**src/rtl/hme_ip_rx_pkg.sv**
```systemverilog
// Shared constants, state encoding and ring helpers
// for the RX frame writer.
package hme_ip_rx_pkg;

   localparam int DEPTH           = 768;
   localparam int AW              = 10;
   localparam int MAX_FRAME_BYTES = 1536;
   localparam int LEN_W           = 12;

   localparam int HDR_LEN_MSB   = 15;
   localparam int HDR_LEN_LSB   = 0;
   localparam int HDR_VALID_BIT = 31;

   typedef enum logic [2:0] {
      SYNC,
      IDLE,
      DATA,
      HDR,
      DROP
   } state_e;

   function automatic logic [AW-1:0] inc(input logic [AW-1:0] x);
      return (x == AW'(DEPTH - 1)) ? '0 : x + AW'(1);
   endfunction

   function automatic logic [31:0] hdr_word(input logic [LEN_W-1:0] len);
      logic [31:0] w;
      w = '0;
      w[HDR_VALID_BIT] = 1'b1;
      w[HDR_LEN_MSB:HDR_LEN_LSB] = 16'(len);
      return w;
   endfunction

endpackage

```
**src/rtl/hme_ip_rx_byte_packer.sv**
```systemverilog
// Four-lane little-endian byte accumulator; presents the
// completed (or last, zero-padded) word combinationally.
module hme_ip_rx_byte_packer
   import hme_ip_rx_pkg::*;
(
   input  logic        clk,
   input  logic        rst,
   input  logic        clr,
   input  logic        in_valid,
   input  logic        in_take,
   input  logic [7:0]  in_data,
   input  logic        in_last,
   output logic        word_valid,
   output logic [31:0] word_data
);

   logic [1:0]  lane_q, lane_d;
   logic [23:0] acc_q, acc_d;

   always_comb begin
      unique case (lane_q)
         2'd0:    word_data = {24'h0, in_data};
         2'd1:    word_data = {16'h0, in_data, acc_q[7:0]};
         2'd2:    word_data = {8'h0, in_data, acc_q[15:0]};
         default: word_data = {in_data, acc_q};
      endcase
      word_valid = in_valid && ((lane_q == 2'd3) || in_last);
   end

   always_comb begin
      lane_d = lane_q;
      acc_d  = acc_q;
      if (clr || (in_take && word_valid)) begin
         lane_d = '0;
         acc_d  = '0;
      end else if (in_take) begin
         lane_d = lane_q + 2'd1;
         acc_d  = word_data[23:0];
      end
   end

   always_ff @(posedge clk) begin
      if (rst) begin
         lane_q <= '0;
         acc_q  <= '0;
      end else begin
         lane_q <= lane_d;
         acc_q  <= acc_d;
      end
   end

endmodule

```
**src/rtl/hme_ip_rx_frame_writer.sv**
```systemverilog
// Packs RX bytes into the circular RX RAM and commits a
// header word only after a good end-of-frame.
module hme_ip_rx_frame_writer
   import hme_ip_rx_pkg::*;
(
   input  logic          clkw,
   input  logic          rstw,
   input  logic          rx_valid,
   input  logic [7:0]    rx_data,
   input  logic          rx_last,
   input  logic          rx_err,
   input  logic [AW-1:0] rd_ptr,
   output logic          cew,
   output logic [AW-1:0] aw,
   output logic [31:0]   dw,
   output logic [AW-1:0] wr_ptr,
   output logic          frame_done,
   output logic          drop_err,
   output logic          drop_ovf
);

   state_e state_q, state_d;

   logic [AW-1:0]    fstart_q, fstart_d;
   logic [AW-1:0]    cur_q, cur_d;
   logic [AW-1:0]    wr_ptr_q, wr_ptr_d;
   logic [AW-1:0]    aw_q, aw_d;
   logic [LEN_W-1:0] len_q, len_d;
   logic [31:0]      dw_q, dw_d;
   logic             cew_q, cew_d;
   logic             done_q, done_d;
   logic             derr_q, derr_d;
   logic             dovf_q, dovf_d;
   logic             ovf_q, ovf_d;

   logic             take;
   logic [AW-1:0]    wcur;
   logic [LEN_W-1:0] len_nxt;
   logic             pk_take;
   logic             pk_clr;
   logic             pk_word_valid;
   logic [31:0]      pk_word;

   hme_ip_rx_byte_packer u_packer (
      .clk        (clkw),
      .rst        (rstw),
      .clr        (pk_clr),
      .in_valid   (rx_valid),
      .in_take    (pk_take),
      .in_data    (rx_data),
      .in_last    (rx_last),
      .word_valid (pk_word_valid),
      .word_data  (pk_word)
   );

   always_comb begin
      state_d  = state_q;
      fstart_d = fstart_q;
      cur_d    = cur_q;
      len_d    = len_q;
      wr_ptr_d = wr_ptr_q;
      aw_d     = aw_q;
      dw_d     = dw_q;
      cew_d    = 1'b0;
      done_d   = 1'b0;
      derr_d   = 1'b0;
      dovf_d   = 1'b0;
      ovf_d    = ovf_q;
      pk_take  = 1'b0;
      take     = 1'b0;
      wcur     = cur_q;
      len_nxt  = len_q + LEN_W'(1);

      unique case (state_q)
         SYNC: begin
            if (!rx_valid) state_d = IDLE;
         end
         IDLE: begin
            if (rx_valid) begin
               fstart_d = wr_ptr_q;
               wcur     = inc(wr_ptr_q);
               cur_d    = wcur;
               len_nxt  = LEN_W'(1);
               // no room even for the header slot
               if (inc(wr_ptr_q) == rd_ptr) begin
                  ovf_d = 1'b1;
                  if (rx_last) dovf_d = 1'b1;
                  else         state_d = DROP;
               end else begin
                  take = 1'b1;
               end
            end
         end
         DATA: begin
            if (rx_valid) take = 1'b1;
         end
         HDR: begin
            cew_d    = 1'b1;
            aw_d     = fstart_q;
            dw_d     = hdr_word(len_q);
            wr_ptr_d = cur_q;
            done_d   = 1'b1;
            state_d  = IDLE;
         end
         DROP: begin
            if (rx_valid && rx_last) begin
               dovf_d  = ovf_q;
               derr_d  = !ovf_q;
               state_d = IDLE;
            end
         end
         default: state_d = SYNC;
      endcase

      if (take) begin
         len_d = len_nxt;
         if (len_nxt > LEN_W'(MAX_FRAME_BYTES)) begin
            ovf_d = 1'b0;
            if (rx_last) begin
               derr_d  = 1'b1;
               state_d = IDLE;
            end else begin
               state_d = DROP;
            end
         end else if (pk_word_valid && (inc(wcur) == rd_ptr)) begin
            ovf_d = 1'b1;
            if (rx_last) begin
               dovf_d  = 1'b1;
               state_d = IDLE;
            end else begin
               state_d = DROP;
            end
         end else begin
            pk_take = 1'b1;
            state_d = DATA;
            if (pk_word_valid) begin
               cew_d = 1'b1;
               aw_d  = wcur;
               dw_d  = pk_word;
               cur_d = inc(wcur);
            end
            if (rx_last) begin
               if (rx_err) begin
                  derr_d  = 1'b1;
                  state_d = IDLE;
               end else begin
                  state_d = HDR;
               end
            end
         end
      end
   end

   // any exit from DATA discards a partially packed word
   assign pk_clr = (state_d != DATA);

   always_ff @(posedge clkw) begin
      if (rstw) begin
         state_q  <= SYNC;
         fstart_q <= '0;
         cur_q    <= '0;
         len_q    <= '0;
         wr_ptr_q <= '0;
         aw_q     <= '0;
         dw_q     <= '0;
         cew_q    <= 1'b0;
         done_q   <= 1'b0;
         derr_q   <= 1'b0;
         dovf_q   <= 1'b0;
         ovf_q    <= 1'b0;
      end else begin
         state_q  <= state_d;
         fstart_q <= fstart_d;
         cur_q    <= cur_d;
         len_q    <= len_d;
         wr_ptr_q <= wr_ptr_d;
         aw_q     <= aw_d;
         dw_q     <= dw_d;
         cew_q    <= cew_d;
         done_q   <= done_d;
         derr_q   <= derr_d;
         dovf_q   <= dovf_d;
         ovf_q    <= ovf_d;
      end
   end

   assign cew        = cew_q;
   assign aw         = aw_q;
   assign dw         = dw_q;
   assign wr_ptr     = wr_ptr_q;
   assign frame_done = done_q;
   assign drop_err   = derr_q;
   assign drop_ovf   = dovf_q;

endmodule

```
**config.mk**
```make
export PLATFORM = sky130hd
export DESIGN_NAME = hme_ip_rx_frame_writer
export DESIGN_NICKNAME = d
export VERILOG_FILES = /design/src/rtl/hme_ip_rx_pkg.sv /design/src/rtl/hme_ip_rx_byte_packer.sv /design/src/rtl/hme_ip_rx_frame_writer.sv
export SDC_FILE = /design/constraint.sdc
export NUM_CORES = 1
export LEC_CHECK = 0
export ABC_CLOCK_PERIOD_IN_PS = 7300
export CAP_MARGIN = 0
export CORE_ASPECT_RATIO = 0.6
export CORE_UTILIZATION = 55
export CTS_BUF_LIST = sky130_fd_sc_hd__clkbuf_4
export CTS_CLUSTER_SIZE = 25
export DETAILED_ROUTE_END_ITERATION = 7
export PLACE_DENSITY = 0.78
export SLEW_MARGIN = 20
export SYNTH_ARGS = -nofsm -noshare
export SYNTH_HDL_FRONTEND = slang
export SYNTH_HIERARCHICAL = 1
export SYNTH_SLANG_ARGS = --single-unit
```
**constraint.sdc**
```tcl
create_clock -name clkw -period 7.3 [get_ports clkw]
set_input_delay 1.095 -clock clkw [delete_from_list [all_inputs] [get_ports clkw]]
set_output_delay 1.095 -clock clkw [all_outputs]
set_load 0.05 [all_outputs]
```
==> flow_metrics.py, run 1 <==
metrics = {
    "die": {
        "die-height_um": 88.8,
        "fp.coreArea_um2": 12100,
        "design.portCount": 79,
        "start_util_pct": 56.9,
        "dieArea_um2": 13000,
        "num_rows": 31,
        "die-width_um": 147,
    },
    "synth": {
        "syn-num-nets": 876,
        "synth-seq-cells": 118,
        "yosys.area_share.simple_pct": 24.7,
        "netlist_instances": 845,
        "ys_seq_area_share_pct": 34.2,
        "synthAdderAreaFrac_pct": 1.45,
        "synth_top_family_by_area": "compound AO/OA/AOI/OAI gates",
        "synth_warnings": 6,
        "yosys-mux-area-fraction_pct": 4.51,
        "synthXorXnorAreaFrac_pct": 3.37,
        "async_reset_ff_share_pct": 0,
        "syn_area_per_cell_um2": 8.17,
        "synth-edff-count": 0,
        "ys.flop_type": "dfxtp_1",
        "synth_cell_types": 88,
        "synth-compound-area-share_pct": 24.8,
        "syn_area_um2": 6900,
    },
    "detailed_routing": {
        "detail_route.iter0.violations": 782,
        "vias": 6820,
        "wirelength_mm": 21.1,
        "vias_per_cell": 6.51,
        "drc": 0,
        "drt_pass1_iterations": 5,
        "drt.antenna.violating_nets": 0,
        "wire_per_inst_um": 20.2,
    },
    "clocking": {
        "post-cts-setup-buffers": 0,
        "path_clk_slew_ns": 0.12,
        "cts_sinks": 118,
        "ctsResizeCount": 0,
        "cts-htree-levels": 4,
        "numCtsBuffers": 17,
        "postCtsHoldBufs": 0,
        "root_buffer": "clkbuf_4",
        "cts_tree": "built",
        "clock_latency_ns": 0.55,
        "cts_buffer_depth": 2,
    },
    "worst_setup_path": {
        "crit_type": "in2reg",
        "endpoint_kind": "register",
        "worstPathRequired_ns": 7.69,
        "cp_slowest_cell": "and4bb_1",
        "path_max_fanout": 20,
        "crit_path_frequent_cell": "nor4_2",
        "slowest_delay_ns": 0.74,
        "arrival_ns": 6.58,
        "startpoint_type": "input port",
        "cp_cell_sequence": "clkdlybuf4s50_1, and4bb_1, nand2_1, o21ai_0, ha_1, nor2b_2, nand3_1, nor4_2, nor4bb_1, nor3_1, nor4_2, nor2b_1, or4b_1, a22oi_2, nor2_1",
    },
    "sta": {
        "slew_viol_final": 0,
        "tightest_slew_ns": 0.935,
        "rsz0062_at_grt": "no",
        "hold_viol": 0,
        "setup_slack_ns": 1.11,
        "finalClockSkew_ns": 0.0223,
        "fin_hold_ws_ns": 0.463,
        "slew_headroom_pct": 37.7,
        "post-route-period-util_pct": 84.8,
        "period_needed_ns": 6.19,
        "setup-violations-final": 0,
        "tns_ns": 0,
        "max_clock_freq_mhz": 162,
    },
    "power": {
        "leakage_nw": 2.63,
        "irDropWorstVdd_v": 0.000113,
        "powerDensity_nw_per_um2": 182,
    },
    "placed_design": {
        "hpwl_mm": 14.4,
        "dp_slack_ns": 0.736,
        "gp_congestion": 0.986,
        "port_buffers": 78,
        "dpl.cell_count": 1015,
        "placed_area_um2": 7510,
    },
    "cells_and_area": {
        "layout-drive-gt1-share_pct": 9.30,
        "fillers": 1036,
        "final_nets": 900,
        "multi_input_area_um2": 4070,
        "design_area_um2": 7870,
        "stdcell_count": 1047,
        "diodes": 0,
        "seq_area_um2": 2360,
        "area_delta_synth_final_pct": 13.9,
    },
    "grt": {
        "grt_start_max_net_pins": 73,
        "grt_pass1_vias": 5933,
        "grt_pass1_wl_mm": 32.6,
        "grt_util_all_layers_pct": 32.5,
        "overflow": 0,
        "antenna_found_initial": 0,
    },
    "flow_run": {
        "max_cap_viol_count": 0,
    },
    "outcome": {
        "status": "completed",
    },
    "hold_path": {
        "hp-class": "reg2reg",
    },
}
## Yosys cell counts, types with 12 or more instances
library cell	count	area, µm²
a21oi_1	55	275
mux2i_1	30	300
buf_6	13	146
o21ai_0	23	115
o21ai_1	23	115
o2111ai_1	20	175
a22o_1	17	149
nor2_1	53	199
clkbuf_1	44	165
nand3_1	28	140
nor3_1	39	195
a211oi_1	27	203
a31oi_1	12	75.1
buf_2	13	65.1
nand2_1	114	428
xnor2_1	16	140
and2_1	15	93.8
dfxtp_1	118	2360
## placed cells by master (no fill, tap or decap), drive strengths merged, types with 9 or more instances in the layout
cell,n
dfxtp,118
nand2,115
clkdlybuf4s50,77
a21oi,58
nor2,53
o21ai,47
nor3,39
mux2i,30
nand3,30
a211oi,27
o2111ai,21
a22oi,18
a22o,17
clkbuf,17
xnor2,16
and2,16
a31oi,13
nor2b,11
inv,11
or3,9
buf,9
and3,9
## per-stage QoR
stage          util [%]  power, mW
3_5_place_dp       61.9      0.852
5_1_grt            64.8       1.47
2_1_floorplan         -      0.798
4_1_cts            64.8       1.43
3_3_place_gp       61.9      0.850
6_report           64.8       1.43
## state kept, by name, indices dropped and copies added, names as in the netlist
| name | count |
|---|---|
| dw | 32 |
| len_q | 12 |
| state_q | 3 |
| frame_done | 1 |
| u_packer/lane_q | 2 |
| wr_ptr | 10 |
| ovf_q | 1 |
| drop_err | 1 |
| aw | 10 |
| cew | 1 |
| drop_ovf | 1 |
| cur_q | 10 |
| u_packer/acc_q | 24 |
| fstart_q | 10 |
## final timing paths
check | startpoint | end | slack (ns) | cells past startpoint
worst max-delay path | rx_valid | u_packer/acc_q[1] | 1.11 | 15
worst min-delay path | cur_q[4] | wr_ptr[4] | 0.46 | 2
worst max register to register | state_q[2] | u_packer/acc_q[1] | 1.81 | 14
worst min register to register | cur_q[4] | wr_ptr[4] | 0.46 | 2
## critical path, delay by kind of cell
family	cells	cell delay, ns
adder cells (fa/ha/maj)	1	0.27
AO/OA/AOI/OAI	2	0.58
AND/OR/NAND/NOR	11	3.98
buffers and inverters	1	0.63
## where the power goes
part	leakage, nW	total [mW]	internal [mW]	switching (mW)
registers	0.953	0.662	0.653	0.00859
logic	1.50	0.182	0.0611	0.121
clock network	0.181	0.588	0.309	0.280
total	2.63	1.43	1.02	0.410
## cell type report
cell class	count	share of cell area, %
Clock buffer	17	1.62
Clock inverter	15	2.91
Inverter	10	0.477
Multi-Input combinational cell	636	51.7
Sequential cell	118	30.0
Tap cell	165	2.62
Timing Repair Buffer	86	10.6
## per-layer routing
metal	GRT usage, %	share of wire [%]	up-vias
met2	44.6	40	418
met3	7.84	11	33
met4	9.94	1.5	0
met1	49.3	48	3235
met5	0	0	-
li1	-	-	3134
## cell families after synthesis
logic type | count (synthesis)
DFF | 118
xor gates and xnor gates | 25
muxes | 31
buffers and inverters | 91
AOI/OAI and AO/OA | 242
adders and majority gates | 8
and+or+nand+nor | 330
Note: power is estimated with default switching activity, not from simulation.
==> run 2, diff against run 1 <==
ABC_CLOCK_PERIOD_IN_PS = 5700   (was 7300)
clock period = 5.7 ns   (was 7.3 ns; I/O delays follow)
==> run 2 against run 1 <==
  * Clock skew fell by 0.0025 ns
  * Setup slack got worse by 0.68 ns
  * Sequential share of layout area fell by 0.086 points
  * Total power rose by 24%
  * Critical path depth did not move
  * Routed wire length fell by 0.68%
  * Hold slack improved by 0.0055 ns
  * Clock power rose by 16%
  * Sequential cell count did not move
  * Via count fell by 0.13%
  * Register-to-register slack got worse by 1.4 ns
  * Core utilization rose by 0.19 points
  * Critical path type is now reg2reg
==> flow_metrics.py, run 2 (synthesis gave the netlist of run 1 again) <==
metrics = {
    "outcome": {
        "status": "completed",
    },
    "die": {
        "start_util_pct": 56.9,
        "num_rows": 31,
        "die-width_um": 147,
        "fp.coreArea_um2": 12100,
        "die-height_um": 88.8,
        "design.portCount": 79,
        "dieArea_um2": 13000,
    },
    "worst_setup_path": {
        "arrival_ns": 5.65,
        "endpoint_kind": "register",
        "crit_type": "reg2reg",
        "path_max_fanout": 13,
        "startpoint_type": "register",
        "worstPathRequired_ns": 6.09,
    },
    "clocking": {
        "postCtsHoldBufs": 0,
        "post-cts-setup-buffers": 0,
        "ctsResizeCount": 0,
        "cts_buffer_depth": 2,
        "clock_latency_ns": 0.54,
        "root_buffer": "clkbuf_4",
        "path_clk_slew_ns": 0.11,
        "cts_sinks": 118,
        "cts_tree": "built",
        "cts-htree-levels": 4,
        "numCtsBuffers": 17,
    },
    "sta": {
        "slew_viol_final": 0,
        "hold_viol": 0,
        "finalClockSkew_ns": 0.0198,
        "period_needed_ns": 5.27,
        "fin_hold_ws_ns": 0.468,
        "tightest_slew_ns": 0.908,
        "tns_ns": 0,
        "max_clock_freq_mhz": 190,
        "setup-violations-final": 0,
        "post-route-period-util_pct": 92.4,
        "setup_slack_ns": 0.432,
        "rsz0062_at_grt": "no",
        "slew_headroom_pct": 39.5,
    },
    "grt": {
        "antenna_found_initial": 0,
        "grt_pass1_vias": 6088,
        "grt_util_all_layers_pct": 32.8,
        "grt_pass1_wl_mm": 33.1,
        "grt_start_max_net_pins": 46,
        "overflow": 0,
    },
    "detailed_routing": {
        "vias_per_cell": 6.46,
        "drt.antenna.violating_nets": 0,
        "wire_per_inst_um": 19.9,
        "wirelength_mm": 21.0,
        "drt_pass1_iterations": 5,
        "vias": 6811,
        "drc": 0,
        "detail_route.iter0.violations": 918,
    },
    "cells_and_area": {
        "final_cell_mix": "dfxtp_1 (118), nand2_1 (113), clkdlybuf4s50_1 (77)",
        "design_area_um2": 7890,
        "layout-drive-gt1-share_pct": 9.89,
        "largest_reg_flops": 32,
        "final_nets": 909,
        "diodes": 0,
        "area_delta_synth_final_pct": 14.3,
        "final_common_cell": "dfxtp_1",
    },
    "hold_path": {
        "hp-class": "reg2reg",
    },
    "flow_run": {
        "max_cap_viol_count": 0,
    },
    "placed_design": {
        "gp_congestion": 0.945,
        "dp_slack_ns": 0.265,
        "placed_area_um2": 7580,
        "hpwl_mm": 14.8,
        "port_buffers": 78,
    },
    "power": {
        "leakage_nw": 2.65,
        "powerDensity_nw_per_um2": 225,
        "power.total_mw": 1.77,
        "irDropWorstVdd_v": 0.000141,
    },
}
[run 2: cell type report]
class / instances / area, µm²
clock buffer: 17 / 128
clock inverter: 14 / 184
fill: 1017 / 4250
inverter: 10 / 37.5
multi-input combinational: 636 / 4070
sequential: 118 / 2360
tap: 165 / 206
timing repair buffer: 95 / 903
[run 2: power breakdown]
part / total [mW] / internal, mW / switching [mW]
Clock: 0.685 / 0.342 / 0.344
Sequential: 0.847 / 0.836 / 0.0109
Combinational: 0.239 / 0.0830 / 0.156
Total: 1.77 / 1.26 / 0.510
[run 2: worst max-delay path, stage by stage, from the launching register on]
cell and delay, ns:
dfxtp_1 0.54, ha_1 0.45, nand3_4 0.23, nor3_1 0.46, o21ai_0 0.22, ha_1 0.25, nor2b_2 0.18, nor2b_1 0.15
o311ai_0 0.72, a32oi_1 0.17, o2111ai_1 0.19, nor4_2 0.07, nor2b_1 0.48, or4b_1 0.72, a22oi_2 0.22, nor2_1 0.06
[run 2: routing by layer]
layer | global-route usage (%) | wire length [µm] | vias to the layer above
li1 | - | - | 3154
met1 | 50.0 | 10100 | 3218
met3 | 8.71 | 2480 | 49
met4 | 8.90 | 305 | 0
met2 | 44.4 | 8060 | 390
met5 | 0 | 0 | -
[run 2: path summary, 6_finish.rpt]
kind	from	to	slack, ns	cells after the start
hold reg to reg	fstart_q[0]	fstart_q[0]	0.47	2
setup / recovery	wr_ptr[0]	u_packer/acc_q[4]	0.43	15
hold / removal	fstart_q[0]	fstart_q[0]	0.47	2
setup reg to reg	wr_ptr[0]	u_packer/acc_q[4]	0.43	15
[run 2: stage by stage]
stage / utilization, % / std cells
detailed placement: 62.4 / 1024
floorplan: - / 845
global route: 65.0 / 1055
CTS: 65.0 / 1055
finish: 65.0 / 1055
global placement: 62.4 / 1024
